**config.mk**
```make
export PLATFORM = sky130hd
export DESIGN_NAME = lsu_mem_port_flat
export DESIGN_NICKNAME = d
export VERILOG_FILES = /design/src/rtl/lsu_mem_port_pkg.sv /design/src/rtl/lsu_mem_port_if.sv /design/src/rtl/lsu_load_align.sv /design/src/rtl/lsu_mem_port.sv /design/src/flat_wrapper.sv
export SDC_FILE = /design/constraint.sdc
export NUM_CORES = 1
export LEC_CHECK = 0
export BUFFER_PORTS_ARGS = -buffer_cell sky130_fd_sc_hd__clkbuf_2
export CAP_MARGIN = 20
export CORE_AREA = 2 2 137 139
export DETAILED_ROUTE_END_ITERATION = 16
export DIE_AREA = 0 0 139 141
export GPL_TIMING_DRIVEN = 0
export SYNTH_ARGS = -nofsm -noshare
export SYNTH_HDL_FRONTEND = slang
export SYNTH_SLANG_ARGS = --single-unit
```
**constraint.sdc**
```tcl
create_clock -name clk -period 2.97 [get_ports clk]
set_input_delay 0 -clock clk [delete_from_list [all_inputs] [get_ports clk]]
set_output_delay 0 -clock clk [all_outputs]
set_load 0.05 [all_outputs]
```
**src/rtl/lsu_mem_port_pkg.sv**
```systemverilog
// rtl/lsu_mem_port_pkg.sv - LSU command encodings, FSM states and alignment helper
package lsu_mem_port_pkg;

  localparam logic [1:0] W_B = 2'd0;
  localparam logic [1:0] W_H = 2'd1;
  localparam logic [1:0] W_W = 2'd2;

  localparam logic [2:0] MEM_EXT_B  = 3'd0;
  localparam logic [2:0] MEM_EXT_BU = 3'd1;
  localparam logic [2:0] MEM_EXT_H  = 3'd2;
  localparam logic [2:0] MEM_EXT_HU = 3'd3;
  localparam logic [2:0] MEM_EXT_W  = 3'd4;

  typedef enum logic [1:0] {
    LSU_IDLE = 2'd0,
    LSU_BUS  = 2'd1,
    LSU_DONE = 2'd2
  } lsu_state_e;

  // Stores are sized by w_op, loads by ext_op; unknown codes are treated as words.
  function automatic logic is_aligned(input logic we, input logic [1:0] w_op,
                                      input logic [2:0] ext_op, input logic [1:0] a);
    logic [1:0] must_be_zero;
    must_be_zero = 2'b11;
    if (we) begin
      case (w_op)
        W_B:     must_be_zero = 2'b00;
        W_H:     must_be_zero = 2'b01;
        default: must_be_zero = 2'b11;
      endcase
    end else begin
      case (ext_op)
        MEM_EXT_B, MEM_EXT_BU: must_be_zero = 2'b00;
        MEM_EXT_H, MEM_EXT_HU: must_be_zero = 2'b01;
        default:               must_be_zero = 2'b11;
      endcase
    end
    return (a & must_be_zero) == 2'b00;
  endfunction

endpackage

```
**src/rtl/lsu_mem_port_if.sv**
```systemverilog
// rtl/lsu_mem_port_if.sv - word-wide request/ack data bus between LSU and data RAM
interface lsu_mem_port_if;
  logic        bus_req;
  logic        bus_we;
  logic [31:0] bus_addr;
  logic [3:0]  bus_wstrb;
  logic [31:0] bus_wdata;
  logic        bus_ack;
  logic [31:0] bus_rdata;

  modport master (
    output bus_req, bus_we, bus_addr, bus_wstrb, bus_wdata,
    input  bus_ack, bus_rdata
  );

  modport slave (
    input  bus_req, bus_we, bus_addr, bus_wstrb, bus_wdata,
    output bus_ack, bus_rdata
  );
endinterface

```
**src/rtl/lsu_load_align.sv**
```systemverilog
// rtl/lsu_load_align.sv - shift a read word to its byte lane and sign/zero-extend
module lsu_load_align
  import lsu_mem_port_pkg::*;
(
  input  logic [31:0] rdata,
  input  logic [1:0]  addr_lo,
  input  logic [2:0]  ext_op,
  output logic [31:0] data
);
  logic [31:0] w;

  always_comb begin
    w = rdata >> {addr_lo, 3'b000};
    case (ext_op)
      MEM_EXT_B:  data = {{24{w[7]}}, w[7:0]};
      MEM_EXT_BU: data = {24'd0, w[7:0]};
      MEM_EXT_H:  data = {{16{w[15]}}, w[15:0]};
      MEM_EXT_HU: data = {16'd0, w[15:0]};
      default:    data = w;
    endcase
  end
endmodule

```
**src/rtl/lsu_mem_port.sv**
```systemverilog
// rtl/lsu_mem_port.sv - memory-stage load/store port: FSM, strobes, timeout, pipeline stall
module lsu_mem_port
  import lsu_mem_port_pkg::*;
#(
  parameter int unsigned TIMEOUT_CYCLES = 255
) (
  input  logic          clk,
  input  logic          rst,
  input  logic          req_valid,
  input  logic          req_we,
  input  logic          req_is_load,
  input  logic [1:0]    req_w_op,
  input  logic [2:0]    req_ext_op,
  input  logic [31:0]   req_addr,
  input  logic [31:0]   req_wdata,
  output logic          stall,
  output logic          resp_valid,
  output logic [31:0]   resp_rdata,
  output logic          misalign,
  output logic          bus_err,
  lsu_mem_port_if.master bus
);
  localparam int unsigned CW = (TIMEOUT_CYCLES > 0) ? $clog2(TIMEOUT_CYCLES + 1) : 1;

  lsu_state_e  state_q, state_d;
  logic        we_q, we_d, load_q, load_d, err_q, err_d;
  logic [31:0] addr_q, addr_d, wdata_q, wdata_d, rdata_q, rdata_d;
  logic [2:0]  ext_q, ext_d;
  logic [3:0]  wstrb_q, wstrb_d;
  logic [CW-1:0] cnt_q, cnt_d;

  logic        cmd, aligned, accept, in_bus, in_done;
  logic [3:0]  strb;
  logic [31:0] wd, load_data;

  always_ff @(posedge clk or posedge rst) begin
    if (rst) begin
      state_q <= LSU_IDLE;
      we_q    <= 1'b0;
      load_q  <= 1'b0;
      err_q   <= 1'b0;
      addr_q  <= '0;
      wdata_q <= '0;
      rdata_q <= '0;
      ext_q   <= '0;
      wstrb_q <= '0;
      cnt_q   <= '0;
    end else begin
      state_q <= state_d;
      we_q    <= we_d;
      load_q  <= load_d;
      err_q   <= err_d;
      addr_q  <= addr_d;
      wdata_q <= wdata_d;
      rdata_q <= rdata_d;
      ext_q   <= ext_d;
      wstrb_q <= wstrb_d;
      cnt_q   <= cnt_d;
    end
  end

  always_comb begin
    cmd      = req_valid & (req_we | req_is_load);
    aligned  = is_aligned(req_we, req_w_op, req_ext_op, req_addr[1:0]);
    accept   = (state_q == LSU_IDLE) & cmd & aligned;
    misalign = (state_q == LSU_IDLE) & cmd & ~aligned;

    case (req_w_op)
      W_B: begin
        strb = 4'b0001 << req_addr[1:0];
        wd   = {4{req_wdata[7:0]}};
      end
      W_H: begin
        strb = req_addr[1] ? 4'b1100 : 4'b0011;
        wd   = {2{req_wdata[15:0]}};
      end
      default: begin
        strb = 4'b1111;
        wd   = req_wdata;
      end
    endcase

    state_d = state_q;
    we_d    = we_q;
    load_d  = load_q;
    err_d   = err_q;
    addr_d  = addr_q;
    wdata_d = wdata_q;
    rdata_d = rdata_q;
    ext_d   = ext_q;
    wstrb_d = wstrb_q;
    cnt_d   = cnt_q;

    case (state_q)
      LSU_IDLE: begin
        if (accept) begin
          state_d = LSU_BUS;
          we_d    = req_we;
          load_d  = req_is_load & ~req_we;   // a store wins when both are set
          addr_d  = req_addr;
          ext_d   = req_ext_op;
          wstrb_d = req_we ? strb : 4'b0000;
          wdata_d = wd;
          rdata_d = '0;
          err_d   = 1'b0;
          cnt_d   = '0;
        end
      end
      LSU_BUS: begin
        if (bus.bus_ack) begin
          state_d = LSU_DONE;
          rdata_d = bus.bus_rdata;
        end else if ((TIMEOUT_CYCLES != 0) && (cnt_q == CW'(TIMEOUT_CYCLES))) begin
          state_d = LSU_DONE;
          err_d   = 1'b1;
          rdata_d = '0;
        end else if (cnt_q != {CW{1'b1}}) begin
          cnt_d = cnt_q + CW'(1);
        end
      end
      default: state_d = LSU_IDLE;
    endcase
  end

  lsu_load_align u_align (
    .rdata   (rdata_q),
    .addr_lo (addr_q[1:0]),
    .ext_op  (ext_q),
    .data    (load_data)
  );

  assign in_bus        = (state_q == LSU_BUS);
  assign in_done       = (state_q == LSU_DONE);
  assign stall         = accept | in_bus;
  assign resp_valid    = in_done & load_q;
  assign bus_err       = in_done & err_q;
  assign resp_rdata    = in_done ? load_data : 32'd0;
  assign bus.bus_req   = in_bus;
  assign bus.bus_we    = in_bus & we_q;
  assign bus.bus_addr  = in_bus ? {addr_q[31:2], 2'b00} : 32'd0;
  assign bus.bus_wstrb = in_bus ? wstrb_q : 4'b0000;
  assign bus.bus_wdata = in_bus ? wdata_q : 32'd0;
endmodule
```
**src/flat_wrapper.sv**
```systemverilog
// flat-port wrapper written by rule: the top's interface ports become plain ports
module lsu_mem_port_flat import lsu_mem_port_pkg::*;
#(
  parameter int unsigned TIMEOUT_CYCLES = 255
)
  (clk, rst, req_valid, req_we, req_is_load, req_w_op, req_ext_op, req_addr, req_wdata, stall, resp_valid, resp_rdata, misalign, bus_err, bus_bus_req, bus_bus_we, bus_bus_addr, bus_bus_wstrb, bus_bus_wdata, bus_bus_ack, bus_bus_rdata);
  lsu_mem_port_if bus_i ();
  input  logic clk;
  input  logic rst;
  input  logic req_valid;
  input  logic req_we;
  input  logic req_is_load;
  input  logic [1:0] req_w_op;
  input  logic [2:0] req_ext_op;
  input  logic [31:0] req_addr;
  input  logic [31:0] req_wdata;
  output logic stall;
  output logic resp_valid;
  output logic [31:0] resp_rdata;
  output logic misalign;
  output logic bus_err;
  output wire logic [$bits(bus_i.bus_req)-1:0] bus_bus_req;
  output wire logic [$bits(bus_i.bus_we)-1:0] bus_bus_we;
  output wire logic [$bits(bus_i.bus_addr)-1:0] bus_bus_addr;
  output wire logic [$bits(bus_i.bus_wstrb)-1:0] bus_bus_wstrb;
  output wire logic [$bits(bus_i.bus_wdata)-1:0] bus_bus_wdata;
  input wire logic [$bits(bus_i.bus_ack)-1:0] bus_bus_ack;
  input wire logic [$bits(bus_i.bus_rdata)-1:0] bus_bus_rdata;
  assign bus_bus_req = bus_i.bus_req;
  assign bus_bus_we = bus_i.bus_we;
  assign bus_bus_addr = bus_i.bus_addr;
  assign bus_bus_wstrb = bus_i.bus_wstrb;
  assign bus_bus_wdata = bus_i.bus_wdata;
  assign bus_i.bus_ack = bus_bus_ack;
  assign bus_i.bus_rdata = bus_bus_rdata;
  lsu_mem_port #(.TIMEOUT_CYCLES(TIMEOUT_CYCLES)) u_core (.clk(clk), .rst(rst), .req_valid(req_valid), .req_we(req_we), .req_is_load(req_is_load), .req_w_op(req_w_op), .req_ext_op(req_ext_op), .req_addr(req_addr), .req_wdata(req_wdata), .stall(stall), .resp_valid(resp_valid), .resp_rdata(resp_rdata), .misalign(misalign), .bus_err(bus_err), .bus(bus_i));
endmodule
```
# Yosys cells after proc, flatten, opt, wreduce, memory -nomap -nowiden
# Cells that the tools add are included.
[classes]
n_addsub = 1
n_shift = 2
bitwise_logic = 13
eq_ne = 17
mux = 29
reduce_logical = 13
[op_table]
columns = ["op", "count"]
rows = [
  ["$mux W32", 6],
  ["$pmux W32 S2", 2],
  ["$pmux W32 S4", 1],
  ["$mux W8", 4],
  ["$shr A32 B5 Y32", 1],
  ["$pmux W8 S2", 1],
  ["$eq A3 B2 Y1 const B", 4],
  ["$mux W4", 3],
  ["$pmux W2 S2", 3],
  ["$add A8 B1 Y8 const B", 1],
  ["$and A1 B1 Y1", 8],
  ["$eq A8 B8 Y1 const B", 1],
  ["$mux W2", 4],
  ["$ne A2 B2 Y1 const B", 4],
  ["$ne A8 B8 Y1 const B", 1],
  ["$pmux W4 S2", 1],
  ["$eq A3 B1 Y1 const B", 2],
  ["$logic_not A2 Y1", 3],
  ["$logic_not A3 Y1", 2],
  ["$reduce_and A5 Y1", 1],
  ["$eq A2 B1 Y1 const B", 2],
  ["$reduce_and A2 Y1", 2],
  ["$reduce_and A4 Y1", 1],
  ["$reduce_or A2 Y1", 2],
  ["other kinds (11)", 15],
]
[totals]
wordCells = 85
register_bits = 116
out_inout_bits = 106
in_bits = 107

# Depth between registers and ports, before layout
# Gate-level depths: netlist (run 1).
[logic_depth]
ltp_word = 9
ltp_mapped = 7
mapped_depth_nobuf = 5

# By module
# Synthesis (run 1) repeated with hierarchy kept, for this count alone.
[hier_totals]
hier_cells = 709
hier_area_um2 = 6356.1
[by_module_without_submodules]
columns = ["mod", "area_each_um2", "n_inst", "seq_area_each_um2", "cells_per_inst"]
rows = [
  ["lsu_mem_port", 5476.5, 1, 2902.8, 591],
  ["lsu_load_align", 879.6, 1, 0.0, 118],
]

# Least setup slack after synthesis (run 1)
# OpenSTA, ideal clock, no wires.
[synth_timing]
kind = "reg2out"
start = "reg u_core.state_q[0]"
end = "out resp_rdata[16]"
n_path_buf = 1
arrival_ps = 2275
path_slack_ps = 695
path_stages_with_launch = 5
t_required_ps = 2970
cell_sequence = "dfrtp_1 > nand2b_1 > or3b_2 > clkbuf_1 > o21ai_0"
[synth_via]
elab_chain_len = 2
[synth_rtl]
columns = ["element", "line", "source"]
rows = [
  ["from (decl)", "lsu_mem_port.sv:25", "lsu_state_e state_q, state_d;"],
  ["from (signal assigned)", "lsu_mem_port.sv:49", "state_q <= state_d;"],
  ["$eq A2 B2 Y1", "lsu_mem_port.sv:133", "assign in_done = (state_q == LSU_DONE);"],
  ["$mux W32", "lsu_mem_port.sv:137", "assign resp_rdata = in_done ? load_data : 32'd0;"],
  ["to (decl)", "flat_wrapper.sv:19", "output logic [31:0] resp_rdata;"],
]
# No other way between the ends.

# Final worst setup path (run 1)
[layout_timing]
start = "reg u_core.state_q[0]"
end = "out resp_rdata[30]"
# Same word-level chain as after synthesis.

==> metrics, run 1 <==
status finished, final reports clean; cell area after placement approximately 0.0076 mm²; critical path's top delay family simple AND/OR/NAND/NOR gates; drt pass-1 iters 4; Sinks on Clock Net 116; Hold Path Class in -> reg; crit path kind reg -> out; CP Capture Type output pin; Post-Syn Area 0.00624 mm²; RSZ-0062 raised after global routing no; Rows 50; sequential fraction of the synthesis area a little under half; port bufs 209; nets 999; worst hold start bus_bus_ack; Yosys reg bits 116; MaxCap Viol Count 0; core area between 0.015 and 0.02 mm²; placed wire-length estimate 14300 µm; Synth top area share between 40% and 50%; Slew HR between 40 and 50%; first-pass GRT wire length 31900 µm; synth top area cells dfrtp_1 (47%), mux2_4 (11%), and2_1 (6.7%), mux2i_1 (5.9%), a22o_1 (4.5%); dpl cells 1000; CP max-delay cell or3b_2; Post-Synthesis Cells 553; Post-synth EDFFs 0; H-Tree Depth 4; Synth Flop Type dfrtp_1; all-layer global routing usage 20.9%; root buffer cell clkbuf_16; drt via density around 4.9; switching power 2.56 mW; Max Buffers Root-to-Sink 2; initial detailed-routing violation count 269; required time worst endpoint 2.97 ns; crit-path max FO 9; TNS Setup 0 ns; Die Ht 141 µm; IR drop worst, VDD 0.000443 V; final antenna diode count 0; arrival time worst endpoint ~2.7 ns; post-synth cell types 48; Worst Tran Pin Value 0.777 ns; r2r setup slk 0.93 ns; clock-pin slew on the worst setup and hold paths 0.06 ns; Worst-Skew Late Latency roughly 0.42 ns; Ports approximately 210; Cell Pwr Density approximately 740 mW/mm²; CP startpoint kind flip-flop; total CTS buffers 17; width of the die 139 µm; Highest Clock Rate approximately 0.37 GHz; setup skew after layout approximately 0.0064 ns; die area a little under 0.02 mm²; most area-hungry cell type in the Yosys netlist dfrtp_1; hold_ws 0.0131 ns; Initial Util 34.1%; clock share of power slightly below 30%; Slowest Stage Delay on Critical Path 0.48 ns; Buf/Inv on CP 2; Area Overhead vs Synth 48.7%; Gate power share between 30% and 40%; post-route minimum period about 2.7 ns; drc violations 0; syn avg cell area 11.3 µm²; CP startpoint u_core.state_q[0]; crit-path cells nand2b_1 > or3b_2 > clkbuf_1 > nor2_1 > a21o_1 > clkbuf_2; layout cells sized above 1 36.8%; CTS tree built; Tcrit/Tclk final 91.7%; FF-to-FF Start u_core.state_q[1]; Vias 5576; switching share of power 37.5%; sequential share of power 34.8%; DR WL/cell 17.8 µm; antenna violations before repair 0; cell-internal power about 4.3 mW; final setup violation count 0; largest net degree at the start of global routing 39; Async SR Flop Fraction 100%; Placer Congestion 0.809; Routed Antenna Nets 0; grt ovf 0; vias in the first global route 5804; routed wire length 20200 µm; synth warn 0; Leak Pwr 4.53 nW; Overall Power ~6.8 mW; Slew Limit Fails 0; fin cells 1138; post-route cell area 0.00928 mm²; Final Hold Viols 0
==> final cells by class <==
cell class | count | area (µm²)
Fill cell | 1664 | 8990
Multi-Input combinational cell | 380 | 3050
Sequential cell | 116 | 2900
Timing Repair Buffer | 318 | 2170
Clock buffer | 17 | 425
Tap cell | 234 | 293
Buffer | 48 | 248
Clock inverter | 15 | 146
Inverter | 10 | 41.3
==> per-layer routing <==
metal	track usage, %	part of all wire, %	vias to the layer above
met3	5.74	6.9	30
met5	0	0	-
met2	33.3	47	235
met1	27.1	43	2659
li1	-	-	2652
met4	8.13	2.7	0
==> cells by family after synthesis <==
logic type	count (synthesis)	share of synthesized area, %
buf+inv	58	4.57
simple gates	143	13.1
compound gates	126	13.9
mux	108	21.6
fa+ha+maj	1	0.201
flops	116	46.5
other cells	1	0.0601
==> power by group through the flow <==
stage	Sequential [mW]	Clock (mW)	Combinational, mW
detailed placement	2.38	0	2.33
finish	2.38	2.01	2.45
global route	2.44	2.14	2.62
floorplan	2.28	0	1.82
CTS	2.37	2.06	2.45
global placement	2.38	0	2.29
==> cell usage after synthesis, drive strengths merged (3+ instances only) <==
master	n
nor3	4
mux2i	37
nand2b	5
mux2	70
and2	67
buf	20
dfrtp	116
clkbuf	28
a21oi	31
a211oi	15
o2bb2ai	8
nor2b	11
o21ai	22
inv	10
nor2	15
a22o	32
nand2	22
a21o	8
nand4	3
==> state kept, by name (all words and copies together) (netlist names) <==
| name | count |
|---|---|
| u_core.load_q | 1 |
| u_core.wstrb_q | 4 |
| u_core.err_q | 1 |
| u_core.state_q | 2 |
| u_core.addr_q | 32 |
| u_core.ext_q | 3 |
| u_core.wdata_q | 32 |
| u_core.rdata_q | 32 |
| u_core.cnt_q | 8 |
| u_core.we_q | 1 |
==> metrics by stage <==
stage | setup slack [ns] | util, %
global route | 0.0883 | 50.8
detailed placement | 0.705 | 41.8
global placement | 0.604 | 41.5
CTS | 0.232 | 50.8
floorplan | 0.695 | -
finish | 0.246 | 50.8
==> path summary, 6_finish.rpt <==
path	cells after the start	endpoint
min in group asynchronous	3	u_core.rdata_q[20]
max in group asynchronous	5	u_core.wdata_q[26]
setup / recovery	6	resp_rdata[30]
hold / removal	3	u_core.state_q[1]
hold reg to reg	1	u_core.wdata_q[14]
setup reg to reg	6	u_core.rdata_q[16]
==> worst register-to-register path, stage by stage (launching register included) <==
cell,delay [ns]
dfrtp_1,0.41
nand2b_1,0.20
inv_1,0.22
and2_1,0.18
clkbuf_1,0.28
clkbuf_1,0.45
a22o_1,0.24
==> placed cells by master, fill, tap and decap left out, types with 3 or more instances in the layout <==
cell type        n
and2_1          67
buf_12           3
nand2_1         22
nor2_1          15
inv_6            6
nor3_1           4
mux2_2          20
nand2b_1         5
clkbuf_2       209
mux2_4          45
a21o_1           8
clkinvlp_4       5
a22o_1          32
nor2b_1         11
o21ai_0         22
o2bb2ai_1        8
dlygate4sd3_1  106
clkbuf_16       17
dfrtp_1        116
mux2_1           5
buf_2            9
buf_6            6
a211oi_1        15
buf_4            3
mux2i_1         37
inv_1            9
nand4_1          3
clkbuf_1        28
a21oi_1         31
==> repair_timing <==
action                                  4_1_cts  5_1_grt
setup buffers                                 0        0
hold endpoints to repair                    189        0
endpoints found under the setup margin        0        0
resized for setup                             0        0
hold buffers                                106        0
(Power assumes the default switching activity.)
==> inputs of run 2 (changes only) <==
- CTS_BUF_LIST: default -> sky130_fd_sc_hd__clkbuf_8
- REMOVE_ABC_BUFFERS: default -> 1
==> run 2 against run 1 <==
  * Core utilization is 1.5 points lower
  * Count of clock-buffer cells in the layout stayed put
  * Wire length is 9.5% lower
  * Flip-flop and latch count stayed put
  * Sequential share of layout area is 1.0 points higher
  * Combinational power is 4% lower
  * Via count is 4.3% lower
  * Largest cell class unchanged
  * Highest routed layer unchanged
==> metrics, run 2 (same netlist as run 1, synthesis figures left out) <==
Cell Pwr Density 706 mW/mm² (-4.3%); root buffer cell clkbuf_8; most frequent cells in the layout clkbuf_2 (206), dfrtp_1 (114), dlygate4sd3_1 (107); all-layer global routing usage 19.0% (-1.9 points); largest net degree at the start of global routing 60 (+54%); required time worst endpoint 2.97 ns (about the same); drt pass-1 iters 4 (unchanged); first-pass GRT wire length 29600 µm (-7.1%); post-route cell area 0.00899 mm² (-3.0%); dpl cells 956 (-4.4%); worst r2r dst u_core.wdata_q[14]; fillers 1663 (-0.060%); total CTS buffers 17 (unchanged); Ports 213 (unchanged); Leak Pwr 4.38 nW (-3.2%); Slowest Stage Delay on Critical Path 0.60 ns (+0.12 ns); post-route minimum period 2.87 ns (+0.144 ns); post-CTS setup buffers 0 (unchanged); Die Ht 141 µm (unchanged); sequential share of power 38.5% (+3.7 points); antenna violations before repair 0 (unchanged); setup skew after layout 0.00966 ns (+0.00328 ns); Worst-Skew Late Latency 0.44 ns (+0.02 ns); Highest Clock Rate 0.349 GHz (-5.0%); final antenna diode count 0 (unchanged); initial detailed-routing violation count 162 (-40%); switching power 2.41 mW (-5.9%); CP max-delay cell dfrtp_4; arrival time worst endpoint 2.87 ns (+0.15 ns); grt ovf 0 (unchanged); final setup violation count 0 (unchanged); Final Hold Viols 0 (unchanged); drc violations 0 (unchanged); Tcrit/Tclk final 96.6% (+4.9 points); nets 956 (-4.3%); crit path kind reg -> out; crit-path max FO 21 (+12); CP Capture Type output pin; FF-to-FF Start u_core.state_q[1]; die area 0.0196 mm² (unchanged); Rows 50 (unchanged); cell area after placement 0.00748 mm² (-2.1%); routed wire length 18300 µm (-9.5%); RSZ-0062 raised after global routing no; port bufs 210 (+0.48%); MaxCap Viol Count 0 (unchanged); switching share of power 38.0% (+0.53 points); vias in the first global route 5586 (-3.8%); cell-internal power 3.93 mW (-8.0%); Worst Tran Pin Value 0.976 ns (+0.199 ns); DR WL/cell 16.7 µm (-5.9%); Sinks on Clock Net 116 (unchanged); placed wire-length estimate 11700 µm (-18%); crit-path cells buf_16 > mux2i_1 > mux4_2 > or4_4 > o21ai_0 > clkbuf_2; core area 0.0183 mm² (unchanged); clock share of power 24.7% (-4.7 points); fin cells 1095 (-3.8%); Vias 5334 (-4.3%); CTS tree built; Routed Antenna Nets 0 (unchanged); status finished, final reports clean; Area Overhead vs Synth 44.2%; H-Tree Depth 4 (unchanged); clock-pin slew on the worst setup and hold paths 0.08 ns (+0.02 ns); Largest regs u_core.addr_q x32, u_core.rdata_q x32, u_core.wdata_q x32; layout cells sized above 1 38.0% (+1.1 points); Initial Util 34.1% (unchanged); Placer Congestion 0.804 (-0.63%); Hold Path Class in -> async; Slew HR 34.7% (-13 points); commonest non-fill, non-tap cell in the layout clkbuf_2; width of the die 139 µm (unchanged); drt via density 4.87 (-0.58%); Max Buffers Root-to-Sink 2 (unchanged); Gate power share 36.8% (+1.0 points); Slew Limit Fails 0 (unchanged); r2r setup slk 0.28 ns (-0.65 ns); CP startpoint kind flip-flop; IR drop worst, VDD 0.000381 V (-14%); FF-to-FF path depth 5 (-1)
run 2: repair_timing:
item | CTS | global route
endpoints found under the setup margin | 24 | 3
hold buffers | 107 | 0
hold endpoints to repair | 163 | 0
resized for setup | 8 | 3
run 2: worst max path at each step:
stage                      start           endpoint
5_1_grt         u_core.addr_q[0]     resp_rdata[18]
3_3_place_gp         req_w_op[1]  u_core.addr_q[20]
6_report        u_core.addr_q[0]     resp_rdata[20]
2_1_floorplan  u_core.state_q[1]  u_core.addr_q[17]
4_1_cts         u_core.addr_q[0]     resp_rdata[23]
3_5_place_dp         req_w_op[1]   u_core.addr_q[3]
run 2: worst max-delay path: cells and delay by family, from the launching register on:
| kind | cells | cell delay (ns) |
|---|---|---|
| AND/OR/NAND/NOR | 1 | 0.51 |
| AO/OA/AOI/OAI | 1 | 0.12 |
| buffers and inverters | 2 | 0.52 |
| multiplexers | 2 | 0.68 |
| flip-flops | 1 | 0.60 |
run 2: per-layer routing:
metal  track usage (%)  wire, µm  vias up
li1                  -         -     2550
met3              6.62      1420       15
met4              5.42       234        0
met1              23.8      8210     2569
met5                 0         0        -
met2              31.1      8450      200
run 2: power groups by stage:
stage	sequential (mW)	clock (mW)	combinational, mW
after floorplan	2.35	0	1.70
after CTS	2.43	1.61	2.34
final	2.44	1.57	2.34
after detailed placement	2.43	0	2.22
after global routing	2.51	1.70	2.50
after global placement	2.47	0	2.14
run 2: stage by stage:
stage                     setup WS [ns]  setup TNS [ns]  hold WS [ns]  power, mW  util (%)
final                             0.102               0         0.170       6.34      49.2
after global routing          0.0000617               0         0.191       6.70      49.2
after CTS                        0.0615               0         0.153       6.38      49.2
after detailed placement       -0.00871         -0.0230        0.0992       4.65      41.0
after global placement            -2.57         -445.03         0.219       4.61      40.2
after floorplan                  -0.966          -82.85        0.0927       4.04         -
run 2: final cells by class:
class	count	area (µm²)	share of cell area, %
Sequential cell	116	2910	32.3
Clock buffer	17	234	2.60
Tap cell	234	293	3.26
Timing Repair Buffer	323	2260	25.1
Multi-Input combinational cell	380	3080	34.2
Inverter	10	42.5	0.473
Clock inverter	15	181	2.02
